File: src/rtl/alu_cmp_arbiter.sv
// Round-robin arbiter sharing one SLT/SLTU-style compare datapath between two requesters.
// Optional macro CMP_ARB_FAST_EN removes the BUSY state (handshake -> response in one cycle).
module alu_cmp_arbiter #(
  parameter int DATA_W = 32
) (
  input  logic              i_clk,
  input  logic              i_rst,
  input  logic              i_req0_valid,
  output logic              o_req0_ready,
  input  logic [DATA_W-1:0] i_req0_a,
  input  logic [DATA_W-1:0] i_req0_b,
  input  logic              i_req0_uns,
  input  logic              i_req1_valid,
  output logic              o_req1_ready,
  input  logic [DATA_W-1:0] i_req1_a,
  input  logic [DATA_W-1:0] i_req1_b,
  input  logic              i_req1_uns,
  output logic              o_rsp_valid,
  output logic              o_rsp_id,
  output logic              o_rsp_lt,
  output logic              o_rsp_eq,
  output logic [DATA_W-1:0] o_rsp_result,
  input  logic              i_rsp_ready
);

  typedef enum logic [1:0] {
    IDLE = 2'd0,
    BUSY = 2'd1,
    RESP = 2'd2
  } state_t;

  state_t            state;
  logic              rr;
  logic              rsp_valid;
  logic              rsp_id;
  logic              rsp_lt;
  logic              rsp_eq;
  logic              gnt_valid;
  logic              gnt_id;
  logic [DATA_W-1:0] sel_a;
  logic [DATA_W-1:0] sel_b;
  logic              sel_uns;
  logic              out_gate;
`ifndef CMP_ARB_FAST_EN
  logic [DATA_W-1:0] a_q;
  logic [DATA_W-1:0] b_q;
  logic              uns_q;
  logic              id_q;
`endif

  // Returns {lt, eq}; the sign-differ rule keeps signed overflow out of the result.
  function automatic logic [1:0] cmp_lt_eq(input logic [DATA_W-1:0] a,
                                           input logic [DATA_W-1:0] b,
                                           input logic              uns);
    logic [DATA_W:0] diff;
    logic            lt;
    diff = {1'b0, a} + {1'b0, ~b} + {{DATA_W{1'b0}}, 1'b1};
    if (uns) begin
      lt = ~diff[DATA_W];
    end else if (a[DATA_W-1] != b[DATA_W-1]) begin
      lt = a[DATA_W-1];
    end else begin
      lt = diff[DATA_W-1];
    end
    return {lt, (diff[DATA_W-1:0] == {DATA_W{1'b0}})};
  endfunction

  // Combinational grant, only offered in IDLE and never while reset is asserted.
  always_comb begin
    gnt_valid = 1'b0;
    gnt_id    = 1'b0;
    if ((state == IDLE) && !i_rst) begin
      if (i_req0_valid && i_req1_valid) begin
        gnt_valid = 1'b1;
        gnt_id    = rr;
      end else if (i_req0_valid) begin
        gnt_valid = 1'b1;
        gnt_id    = 1'b0;
      end else if (i_req1_valid) begin
        gnt_valid = 1'b1;
        gnt_id    = 1'b1;
      end else begin
        gnt_valid = 1'b0;
        gnt_id    = 1'b0;
      end
    end else begin
      gnt_valid = 1'b0;
      gnt_id    = 1'b0;
    end
  end

  assign sel_a   = gnt_id ? i_req1_a   : i_req0_a;
  assign sel_b   = gnt_id ? i_req1_b   : i_req0_b;
  assign sel_uns = gnt_id ? i_req1_uns : i_req0_uns;

  assign o_req0_ready = gnt_valid & ~gnt_id;
  assign o_req1_ready = gnt_valid &  gnt_id;

  // Response registers are forced quiet while reset is held so a discarded compare never shows.
  assign out_gate     = ~i_rst;
  assign o_rsp_valid  = rsp_valid & out_gate;
  assign o_rsp_id     = rsp_id    & out_gate;
  assign o_rsp_lt     = rsp_lt    & out_gate;
  assign o_rsp_eq     = rsp_eq    & out_gate;
  assign o_rsp_result = {{(DATA_W-1){1'b0}}, rsp_lt & out_gate};

  // Sequencing FSM with operand capture and registered response.
  always_ff @(posedge i_clk) begin
    if (i_rst) begin
      state     <= IDLE;
      rr        <= 1'b0;
      rsp_valid <= 1'b0;
      rsp_id    <= 1'b0;
      rsp_lt    <= 1'b0;
      rsp_eq    <= 1'b0;
`ifndef CMP_ARB_FAST_EN
      a_q       <= {DATA_W{1'b0}};
      b_q       <= {DATA_W{1'b0}};
      uns_q     <= 1'b0;
      id_q      <= 1'b0;
`endif
    end else begin
      case (state)
        IDLE: begin
          if (gnt_valid) begin
            rr <= ~gnt_id;
`ifdef CMP_ARB_FAST_EN
            {rsp_lt, rsp_eq} <= cmp_lt_eq(sel_a, sel_b, sel_uns);
            rsp_id    <= gnt_id;
            rsp_valid <= 1'b1;
            state     <= RESP;
`else
            a_q   <= sel_a;
            b_q   <= sel_b;
            uns_q <= sel_uns;
            id_q  <= gnt_id;
            state <= BUSY;
`endif
          end else begin
            state <= IDLE;
          end
        end
`ifndef CMP_ARB_FAST_EN
        BUSY: begin
          {rsp_lt, rsp_eq} <= cmp_lt_eq(a_q, b_q, uns_q);
          rsp_id    <= id_q;
          rsp_valid <= 1'b1;
          state     <= RESP;
        end
`endif
        RESP: begin
          if (i_rsp_ready) begin
            rsp_valid <= 1'b0;
            rsp_id    <= 1'b0;
            rsp_lt    <= 1'b0;
            rsp_eq    <= 1'b0;
            state     <= IDLE;
          end else begin
            state <= RESP;
          end
        end
        default: begin
          rsp_valid <= 1'b0;
          state     <= IDLE;
        end
      endcase
    end
  end

endmodule
File: config.mk
export PLATFORM = sky130hd
export DESIGN_NAME = alu_cmp_arbiter
export DESIGN_NICKNAME = d
export VERILOG_FILES = /design/src/rtl/alu_cmp_arbiter.sv
export SDC_FILE = /design/constraint.sdc
export NUM_CORES = 1
export LEC_CHECK = 0
export BUFFER_PORTS_ARGS = -buffer_cell sky130_fd_sc_hd__buf_2
export CORE_ASPECT_RATIO = 0.5
export CORE_MARGIN = 5
export CORE_UTILIZATION = 48
export DETAILED_ROUTE_END_ITERATION = 6
export GPL_TIMING_DRIVEN = 1
export PLACE_DENSITY = 0.85
export SLEW_MARGIN = 0
export SYNTH_ARGS = -nofsm -noshare
export SYNTH_HDL_FRONTEND = slang
export SYNTH_SLANG_ARGS = --single-unit
File: constraint.sdc
create_clock -name i_clk -period 6.9 [get_ports i_clk]
set_input_delay 1.035 -clock i_clk [delete_from_list [all_inputs] [get_ports i_clk]]
set_output_delay 1.035 -clock i_clk [all_outputs]
set_load 0.01 [all_outputs]
==> impl_metrics.tcl, run 1 <==
set metrics [dict create \
    hp-class "reg2reg" \
    grt_usage_pct 22.74 \
    wl_per_cell_microns 17.28 \
    antenna_found_initial 0 \
    end_kind "flip-flop" \
    p_per_area_nw_per_um2 260.7 \
    ir_worst_vdd_mv 0.1201 \
    slew_viol_final 0 \
    cts-htree-levels 3 \
    fin_tns_setup_ps 0 \
    post-route-drc-count 6 \
    io_buffers 141 \
    synth-seq-cells 73 \
    r2r_slack_ps 1370 \
    fin_nets 877 \
    max_cap_viol_count 0 \
    grt_pass1_vias 4571 \
    drtPass1Iterations 7 \
    cts_tree "done" \
    yosys.area.top_type "dfxtp_1" \
    overflow 0 \
    initial_utilization_pct 50.10 \
    worst_ep_required_time_ps 7150 \
    viasPerCell 5.992 \
    worstPathMaxFanout 7 \
    final-setup-viol-count 0 \
    netlist_area_sq_um 4827 \
    use_met2_pct 32.88 \
    slowest_stage "or4_1" \
    synth_common_cells "nor2_1 (98), dfxtp_1 (73), a222oi_1 (65)" \
    fin_util_pct 60.12 \
    pin_count 173 \
    synth_cells 589 \
    cts_made_buffers 9 \
    dp_hpwl_microns 10930 \
    multiInputGateArea_sq_um 2935 \
    grt_first_pass_wirelength_microns 23100 \
    synth_edf_count 0 \
    drt_iter0_drc 801 \
    fmax_ghz 0.1808 \
    cp_slowest_stage_delay_ps 550 \
    die_y_microns 80.91 \
    die_x_microns 151.8 \
    yosys_warnings 0 \
    outcome "complete, but fails checks" \
    layout_worst_path_cycle_share_pct 80.14 \
    whs_ps 479.0 \
    p_total_mw 1.510 \
    place_inst 833 \
    final_cells 849 \
    drt.antenna.violating_nets 0 \
    post_cts_resized 0 \
    synth_area_per_cell_sq_um 8.195 \
    ys_seq_area_share_pct 30.27 \
    use_met1_pct 33.59 \
    vias 5087 \
    violations "DRC" \
    clock_sinks 73 \
    critPathArrivalTime_ps 5780 \
    syn2layout_area_growth_pct 19.98 \
    gp_congestion 0.9964 \
    hold_violations 0 \
    synthFlopType "dfxtp_1" \
    crit_chain "inv_1, ha_1, and2_1, a2111o_1, o2111ai_1, nor3_1, nor2_1, a41oi_1, a21o_1, a211oi_1, nor2_1, or2_1, fa_1, nor2_1, nand3_1, nor4_1, o2111ai_1, or4_1, nor4_2, o2111ai_1, nor4_2, nand4_1, o31ai_1" \
    critPathLaunchType "flip-flop" \
    antenna_cells 0 \
    rsz0062_at_grt "false" \
    yosysMostFrequentCell "nor2_1" \
    synth-async-reset-ratio_pct 0 \
    grt_max_degree 70 \
    coreArea_sq_um 9634 \
    fill_cells 882 \
    dieArea_sq_um 12280 \
    p_leak_nw 2.684 \
    cts_hold_buf 0 \
    use_met3_pct 6.386 \
    drive_gt1_share_pct 24.93 \
    synth_top_area_share_pct 30.27 \
    wirelength_microns 14670 \
    clk_pin_slew_ps 60 \
    tightest_slew_ps 737.4 \
    post_cts_buffers 0 \
    fin_worst_skew_ps 4.038 \
    grt_busiest_layer "met1" \
    ys_top_cells_by_area "dfxtp_1 (30%), a222oi_1 (13%), ha_1 (8.3%)" \
    relSlewSlack_pct 50.84 \
    ff_latch_area_sq_um 1461 \
    clock_latency_ps 340 \
    num_rows 25 \
    synthDistinctLibCells 69 \
    crit_type "reg2reg" \
    root_buffer "clkbuf_16" \
    fin_crit_ps 5530 \
    clk_path_buf_depth 2 \
]
==> report_power, final <==
| part | total [mW] | switching (mW) | internal (mW) |
|---|---|---|---|
| Combinational | 0.556 | 0.326 | 0.231 |
| Clock | 0.478 | 0.185 | 0.292 |
| Sequential | 0.476 | 0.0217 | 0.454 |
| Total | 1.51 | 0.533 | 0.977 |
==> cell type report <==
cell class | count | share of cell area (%)
Multi-Input combinational cell | 431 | 50.68
Sequential cell | 73 | 25.23
Timing Repair Buffer | 145 | 12.70
Clock buffer | 11 | 4.191
Inverter | 49 | 3.176
Tap cell | 135 | 2.916
Clock inverter | 5 | 1.102
==> stage by stage <==
step                worst slack [ps]  instance area [sq um]
global placement                1612                   5485
detailed placement              1447                   5485
global route                   874.4                   5792
floorplan                       1968                   4940
CTS                             1413                   5792
finish                          1370                   5792
==> state kept, by name (all words and copies together), names as in the netlist <==
register and cells:
uns_q 1, state 2, id_q 1, b_q 32
rsp_lt 1, rsp_eq 1, rsp_id 1, rr 1
rsp_valid 1, a_q 32
==> cells by family (layout without fill, tap and decap cells) <==
kind of cell	Yosys count	count (layout)	share of synthesized area, %
AO/OA/AOI/OAI	176	176	29.21
AND/OR/NAND/NOR	175	175	16.85
buffers and inverters	115	210	11.79
flip-flops	73	73	30.27
adder cells (fa/ha/maj)	33	33	8.709
XOR/XNOR	10	10	1.814
multiplexers	6	6	1.270
other	1	31	0.07769
==> metal layers <==
metal	part of all wire [%]	wire [microns]
met5	0	0
met4	0.76	112
met3	11	1543
met2	42	6184
met1	47	6829
==> critical path: cells and delay by family (launching register included) <==
kind / cells / cell delay, ps
compound gates: 8 / 1880
buf+inv: 1 / 50
simple gates: 12 / 2370
fa+ha+maj: 2 / 790
flops: 1 / 330
==> final timing paths <==
path                              from  cells past startpoint      to
worst max-delay path            b_q[4]                     23  rsp_eq
worst min-delay path                rr                      2      rr
worst min register to register      rr                      2      rr
worst max register to register  b_q[4]                     23  rsp_eq
==> cell usage in the layout (no fill, tap or decap), types with 7 or more instances in the layout <==
cell type,count
o21ai_0,18
a21oi_1,31
nor2_1,98
ha_1,32
nand3_1,7
nand2_1,23
a21o_1,11
inv_1,47
conb_1,31
a222oi_1,65
clkbuf_16,9
nor3_1,11
dfxtp_1,73
buf_2,141
(Power assumes the default switching activity.)
==> run 2, diff against run 1 <==
--- a/config.mk
+++ b/config.mk
@@ -8,7 +8,7 @@
 export BUFFER_PORTS_ARGS = -buffer_cell sky130_fd_sc_hd__buf_2
 export CORE_ASPECT_RATIO = 0.5
 export CORE_MARGIN = 5
-export CORE_UTILIZATION = 48
+export CORE_UTILIZATION = 46
 export DETAILED_ROUTE_END_ITERATION = 6
 export GPL_TIMING_DRIVEN = 1
 export PLACE_DENSITY = 0.85
==> constraint.sdc (replaced) <==
create_clock -name i_clk -period 4.9 [get_ports i_clk]
set_input_delay 0.735 -clock i_clk [delete_from_list [all_inputs] [get_ports i_clk]]
set_output_delay 0.735 -clock i_clk [all_outputs]
set_load 0.01 [all_outputs]
==> impl_metrics.tcl, run 2 (synthesized netlist as in run 1, its figures left out) <==
set metrics [dict create \
    critPathArrivalTime_ps 5120 \
    antenna_cells 0 \
    worst_ep_required_time_ps 5150 \
    final-setup-viol-count 0 \
    grt_pass1_vias 4751 \
    startpoint "b_q[4]" \
    p_switching_uw 806.1 \
    viasPerCell 5.749 \
    worst_r2r_startpoint "b_q[4]" \
    gp_congestion 0.9311 \
    end_kind "flip-flop" \
    worstPathMaxFanout 2 \
    intPower_mw 1.475 \
    cts_made_buffers 9 \
    vias 5278 \
    coreArea_sq_um 10210 \
    seqPwrFrac_pct 29.4 \
    final_cell_mix "buf_2 (141), nor2_1 (97), dfxtp_1 (69)" \
    p_per_area_nw_per_um2 360.3 \
    placed_area_sq_um 5806 \
    die_y_microns 82.44 \
    final_cells 918 \
    p_total_mw 2.281 \
    fin_worst_skew_ps 7.299 \
    finalInstanceArea_sq_um 6331 \
    pin_count 173 \
    fin_tns_setup_ps 0 \
    clock_sinks 73 \
    io_buffers 141 \
    ir_worst_vdd_mv 0.2018 \
    relSlewSlack_pct 41.80 \
    wirelength_microns 15290 \
    drive_gt1_share_pct 33.42 \
    crit_type "reg2reg" \
    fin_util_pct 61.98 \
    cts-htree-levels 3 \
    fmax_ghz 0.2057 \
    hold_violations 0 \
    num_rows 26 \
    drt.antenna.violating_nets 0 \
    pwr-share-comb_pct 43.4 \
    fin_crit_ps 4862 \
    grt_first_pass_wirelength_microns 23740 \
    violations "DRC" \
    dp_hpwl_microns 11580 \
    antenna_found_initial 0 \
    grt_max_degree 76 \
    clk_path_buf_depth 2 \
    post-route-drc-count 6 \
    die_x_microns 154.9 \
    p_leak_nw 2.996 \
    max_cap_viol_count 0 \
    drtPass1Iterations 7 \
    r2r_cells 23 \
    critPathLaunchType "flip-flop" \
    largestRegisters "a_q x32, b_q x32, state x2" \
    rsz0062_at_grt "true" \
    holdPathStages 2 \
    hp-class "reg2reg" \
    final_common_cell "buf_2" \
    drt_iter0_drc 753 \
    syn2layout_area_growth_pct 31.16 \
    wl_per_cell_microns 16.65 \
    grt_usage_pct 23.22 \
    place_inst 879 \
    overflow 0 \
    fin_nets 941 \
    dieArea_sq_um 12770 \
    cts_tree "done" \
    clock_latency_ps 340 \
    sw_frac_of_total_pct 35.33 \
    root_buffer "clkbuf_16" \
    hold_start "rr" \
    initial_utilization_pct 47.26 \
    outcome "complete, but fails checks" \
    layout_worst_path_cycle_share_pct 99.23 \
    tightest_slew_ps 871.1 \
    clockPowerShare_pct 27.2 \
    clk_pin_slew_ps 60 \
    slew_viol_final 0 \
]
-- run 2: routing by layer --
| metal | part of all wire [%] | up-vias | global-route usage, % |
|---|---|---|---|
| li1 | - | 2533 | - |
| met1 | 47 | 2494 | 33.47 |
| met2 | 43 | 235 | 36.02 |
| met3 | 8.1 | 16 | 4.529 |
| met4 | 1.2 | 0 | 5.374 |
| met5 | 0 | - | 0 |
-- run 2: timing repair --
| action | CTS | global route |
|---|---|---|
| gates resized for setup | 8 | 8 |
| setup buffers | 23 | 3 |
| setup endpoints to repair | 1 | 2 |
| hold buffers | 0 | 0 |
| pin swaps | 21 | 12 |
-- run 2: power groups by stage --
stage               sequential (mW)  clock [mW]  combinational [mW]
detailed placement            0.682           0               0.838
global route                  0.675       0.662                1.08
CTS                           0.670       0.630               0.954
global placement              0.680           0               0.832
floorplan                     0.671           0               0.582
finish                        0.671       0.620               0.990
-- run 2: layout make-up --
type,count,area (sq um)
fill,919,3884
multi-input combinational,431,3008
inverter,49,183.9
tap,140,175.2
sequential,73,1466
clock buffer,10,239.0
timing repair buffer,209,1216
clock inverter,6,42.54
-- run 2: critical path, cell delays in order (launching register included) --
cell	delay, ps
dfxtp_2	330
inv_2	40
ha_4	200
and2_4	130
a2111o_1	390
o2111ai_2	240
nor3_2	90
nor2_2	160
a41oi_2	150
a21o_1	220
a211oi_2	170
nor2_1	80
or2_1	240
fa_1	470
nor2_1	130
nand3_1	130
nor4_2	220
o2111ai_1	140
or4_1	420
nor4_2	140
o2111ai_1	160
nor4_2	170
nand4_1	140
o31ai_2	210
-- run 2: per-stage QoR --
step                      worst slack (ps)  hold slack [ps]
after floorplan                      42.17            451.3
after global placement              -171.3            463.1
after detailed placement            -339.9            480.5
after CTS                           -68.94            498.1
after global routing                -292.6            518.1
final                                37.83            500.6
-- run 2: final timing paths --
| check | end | slack [ps] |
|---|---|---|
| worst max-delay path | rsp_eq | 40 |
| worst min-delay path | rr | 500 |
| worst max register to register | rsp_eq | 40 |
| worst min register to register | rr | 500 |
==> run 3, diff against run 2 <==
--- a/config.mk
+++ b/config.mk
@@ -8,7 +8,7 @@
 export BUFFER_PORTS_ARGS = -buffer_cell sky130_fd_sc_hd__buf_2
 export CORE_ASPECT_RATIO = 0.5
 export CORE_MARGIN = 5
-export CORE_UTILIZATION = 46
+export CORE_UTILIZATION = 48
 export DETAILED_ROUTE_END_ITERATION = 6
 export GPL_TIMING_DRIVEN = 1
 export PLACE_DENSITY = 0.85
==> constraint.sdc (replaced) <==
create_clock -name i_clk -period 4.5 [get_ports i_clk]
set_input_delay 0.675 -clock i_clk [delete_from_list [all_inputs] [get_ports i_clk]]
set_output_delay 0.675 -clock i_clk [all_outputs]
set_load 0.01 [all_outputs]
==> impl_metrics.tcl, run 3 (synthesized netlist as in run 1, its figures left out) <==
set metrics [dict create \
    end_kind "flip-flop" \
    drt_iter0_drc 820 \
    dieArea_sq_um 12280 \
    num_rows 25 \
    p_leak_nw 2.923 \
    intPower_mw 1.589 \
    pin_count 173 \
    relSlewSlack_pct 38.89 \
    gp_congestion 0.9683 \
    antenna_cells 0 \
    hp-class "reg2reg" \
    fin_crit_ps 4764 \
    crit_type "reg2reg" \
    drt-met1-wl_microns 6813 \
    rsz0062_at_grt "true" \
    tightest_slew_ps 913.2 \
    pwr-share-comb_pct 39.5 \
    worst_ep_required_time_ps 4750 \
    fin_nets 924 \
    final_cells 896 \
    holdPathStages 2 \
    drtPass1Iterations 7 \
    fmax_ghz 0.2099 \
    ff_latch_area_sq_um 1465 \
    grt_max_degree 67 \
    final-setup-viol-count 1 \
    fill_cells 825 \
    ir_worst_vdd_mv 0.1775 \
    dp_hpwl_microns 11390 \
    die_x_microns 151.8 \
    antenna_found_initial 0 \
    clock_latency_ps 340 \
    largestRegisters "a_q x32, b_q x32, state x2" \
    max_cap_viol_count 0 \
    met2_wirelength_microns 6608 \
    clock_sinks 73 \
    slew_viol_final 0 \
    cts_made_buffers 9 \
    p_per_area_nw_per_um2 390.9 \
    worstPathMaxFanout 2 \
    clockPowerShare_pct 30.4 \
    fin_worst_skew_ps 4.523 \
    wl_per_cell_microns 16.70 \
    hold_violations 0 \
    post_cts_buffers 0 \
    overflow 0 \
    clk_pin_slew_ps 60 \
    drt.antenna.violating_nets 0 \
    die_y_microns 80.91 \
    initial_utilization_pct 50.10 \
    r2r_cells 23 \
    cts_hold_buf 0 \
    violations "DRC, setup timing" \
    final_cell_mix "buf_2 (141), nor2_1 (98), dfxtp_1 (70)" \
    grt_usage_pct 23.65 \
    cts-htree-levels 3 \
    final_common_cell "buf_2" \
    vias 5232 \
    cts_tree "done" \
    grt_pass1_vias 4848 \
    coreArea_sq_um 9634 \
    sw_frac_of_total_pct 34.42 \
    top_layer "met4" \
    io_buffers 141 \
    layout_worst_path_cycle_share_pct 105.9 \
    post-route-drc-count 11 \
    multiInputGateArea_sq_um 2984 \
    drive_gt1_share_pct 31.14 \
    grt_first_pass_wirelength_microns 23960 \
    root_buffer "clkbuf_16" \
    seqPwrFrac_pct 30.1 \
    syn2layout_area_growth_pct 28.41 \
    critPathLaunchType "flip-flop" \
    critPathArrivalTime_ps 5020 \
    whs_ps 499.9 \
    place_inst 880 \
    p_switching_uw 834.0 \
    viasPerCell 5.839 \
    clk_path_buf_depth 2 \
    met3_wirelength_microns 1371 \
    dp_slack_ps -314.1 \
    outcome "complete, but fails checks" \
    fin_tns_setup_ps -264.3 \
    p_total_mw 2.423 \
    wirelength_microns 14960 \
    setup_ws_ps -264.3 \
]
==> run 3: path summary, 6_finish.rpt <==
| path | slack [ps] | startpoint | to |
|---|---|---|---|
| setup / recovery | -260 | b_q[1] | rsp_eq |
| hold / removal | 500 | rsp_valid | rsp_valid |
| setup reg to reg | -260 | b_q[1] | rsp_eq |
| hold reg to reg | 500 | rsp_valid | rsp_valid |
==> run 3: layer usage <==
layer | vias up | track usage [%]
li1 | 2504 | -
met1 | 2429 | 32.75
met2 | 278 | 38.01
met3 | 21 | 5.748
met4 | 0 | 4.753
met5 | - | 0
==> run 3: worst max-delay path, cell delays in order (launching register included) <==
cell and delay [ps]:
dfxtp_2 320, inv_1 40, ha_1 280, nor2b_1 150, o31a_1 270, o2111ai_2 260
nor3_1 70, nor2_1 230, a41oi_2 160, a21o_1 200, a211oi_2 210, nor2_1 80
or2_1 230, fa_1 440, nor2_1 110, nand3_1 110, nor4_2 140, o2111ai_1 120
or4_1 430, nor4_2 140, o2111ai_1 150, nor4_2 190, nand4_1 150, o31ai_2 190
==> run 3: final cells by class <==
class,count,area share (%)
inverter,49,2.967
clock inverter,4,0.8276
multi-input combinational,431,48.14
clock buffer,12,4.138
sequential,73,23.64
timing repair buffer,192,17.56
tap,135,2.725
==> run 3: stage by stage <==
step	instance area [sq um]	utilization, %
floorplan	4971	-
global placement	5869	60.92
detailed placement	5869	60.92
CTS	6183	64.18
global route	6198	64.34
finish	6198	64.34
==> run 3: repair_timing <==
action | in CTS | in global routing
gates resized for setup | 5 | 3
pin swaps | 3 | 1
cloned | 0 | 0
endpoints found under the setup margin | 1 | 1
==> run 3: power by group through the flow <==
| stage | Clock [mW] | Sequential (mW) | Combinational (mW) |
|---|---|---|---|
| 6_report | 0.735 | 0.730 | 0.958 |
| 5_1_grt | 0.773 | 0.734 | 1.05 |
| 4_1_cts | 0.742 | 0.729 | 0.934 |
| 3_5_place_dp | 0 | 0.742 | 0.922 |
| 3_3_place_gp | 0 | 0.739 | 0.913 |
| 2_1_floorplan | 0 | 0.731 | 0.641 |
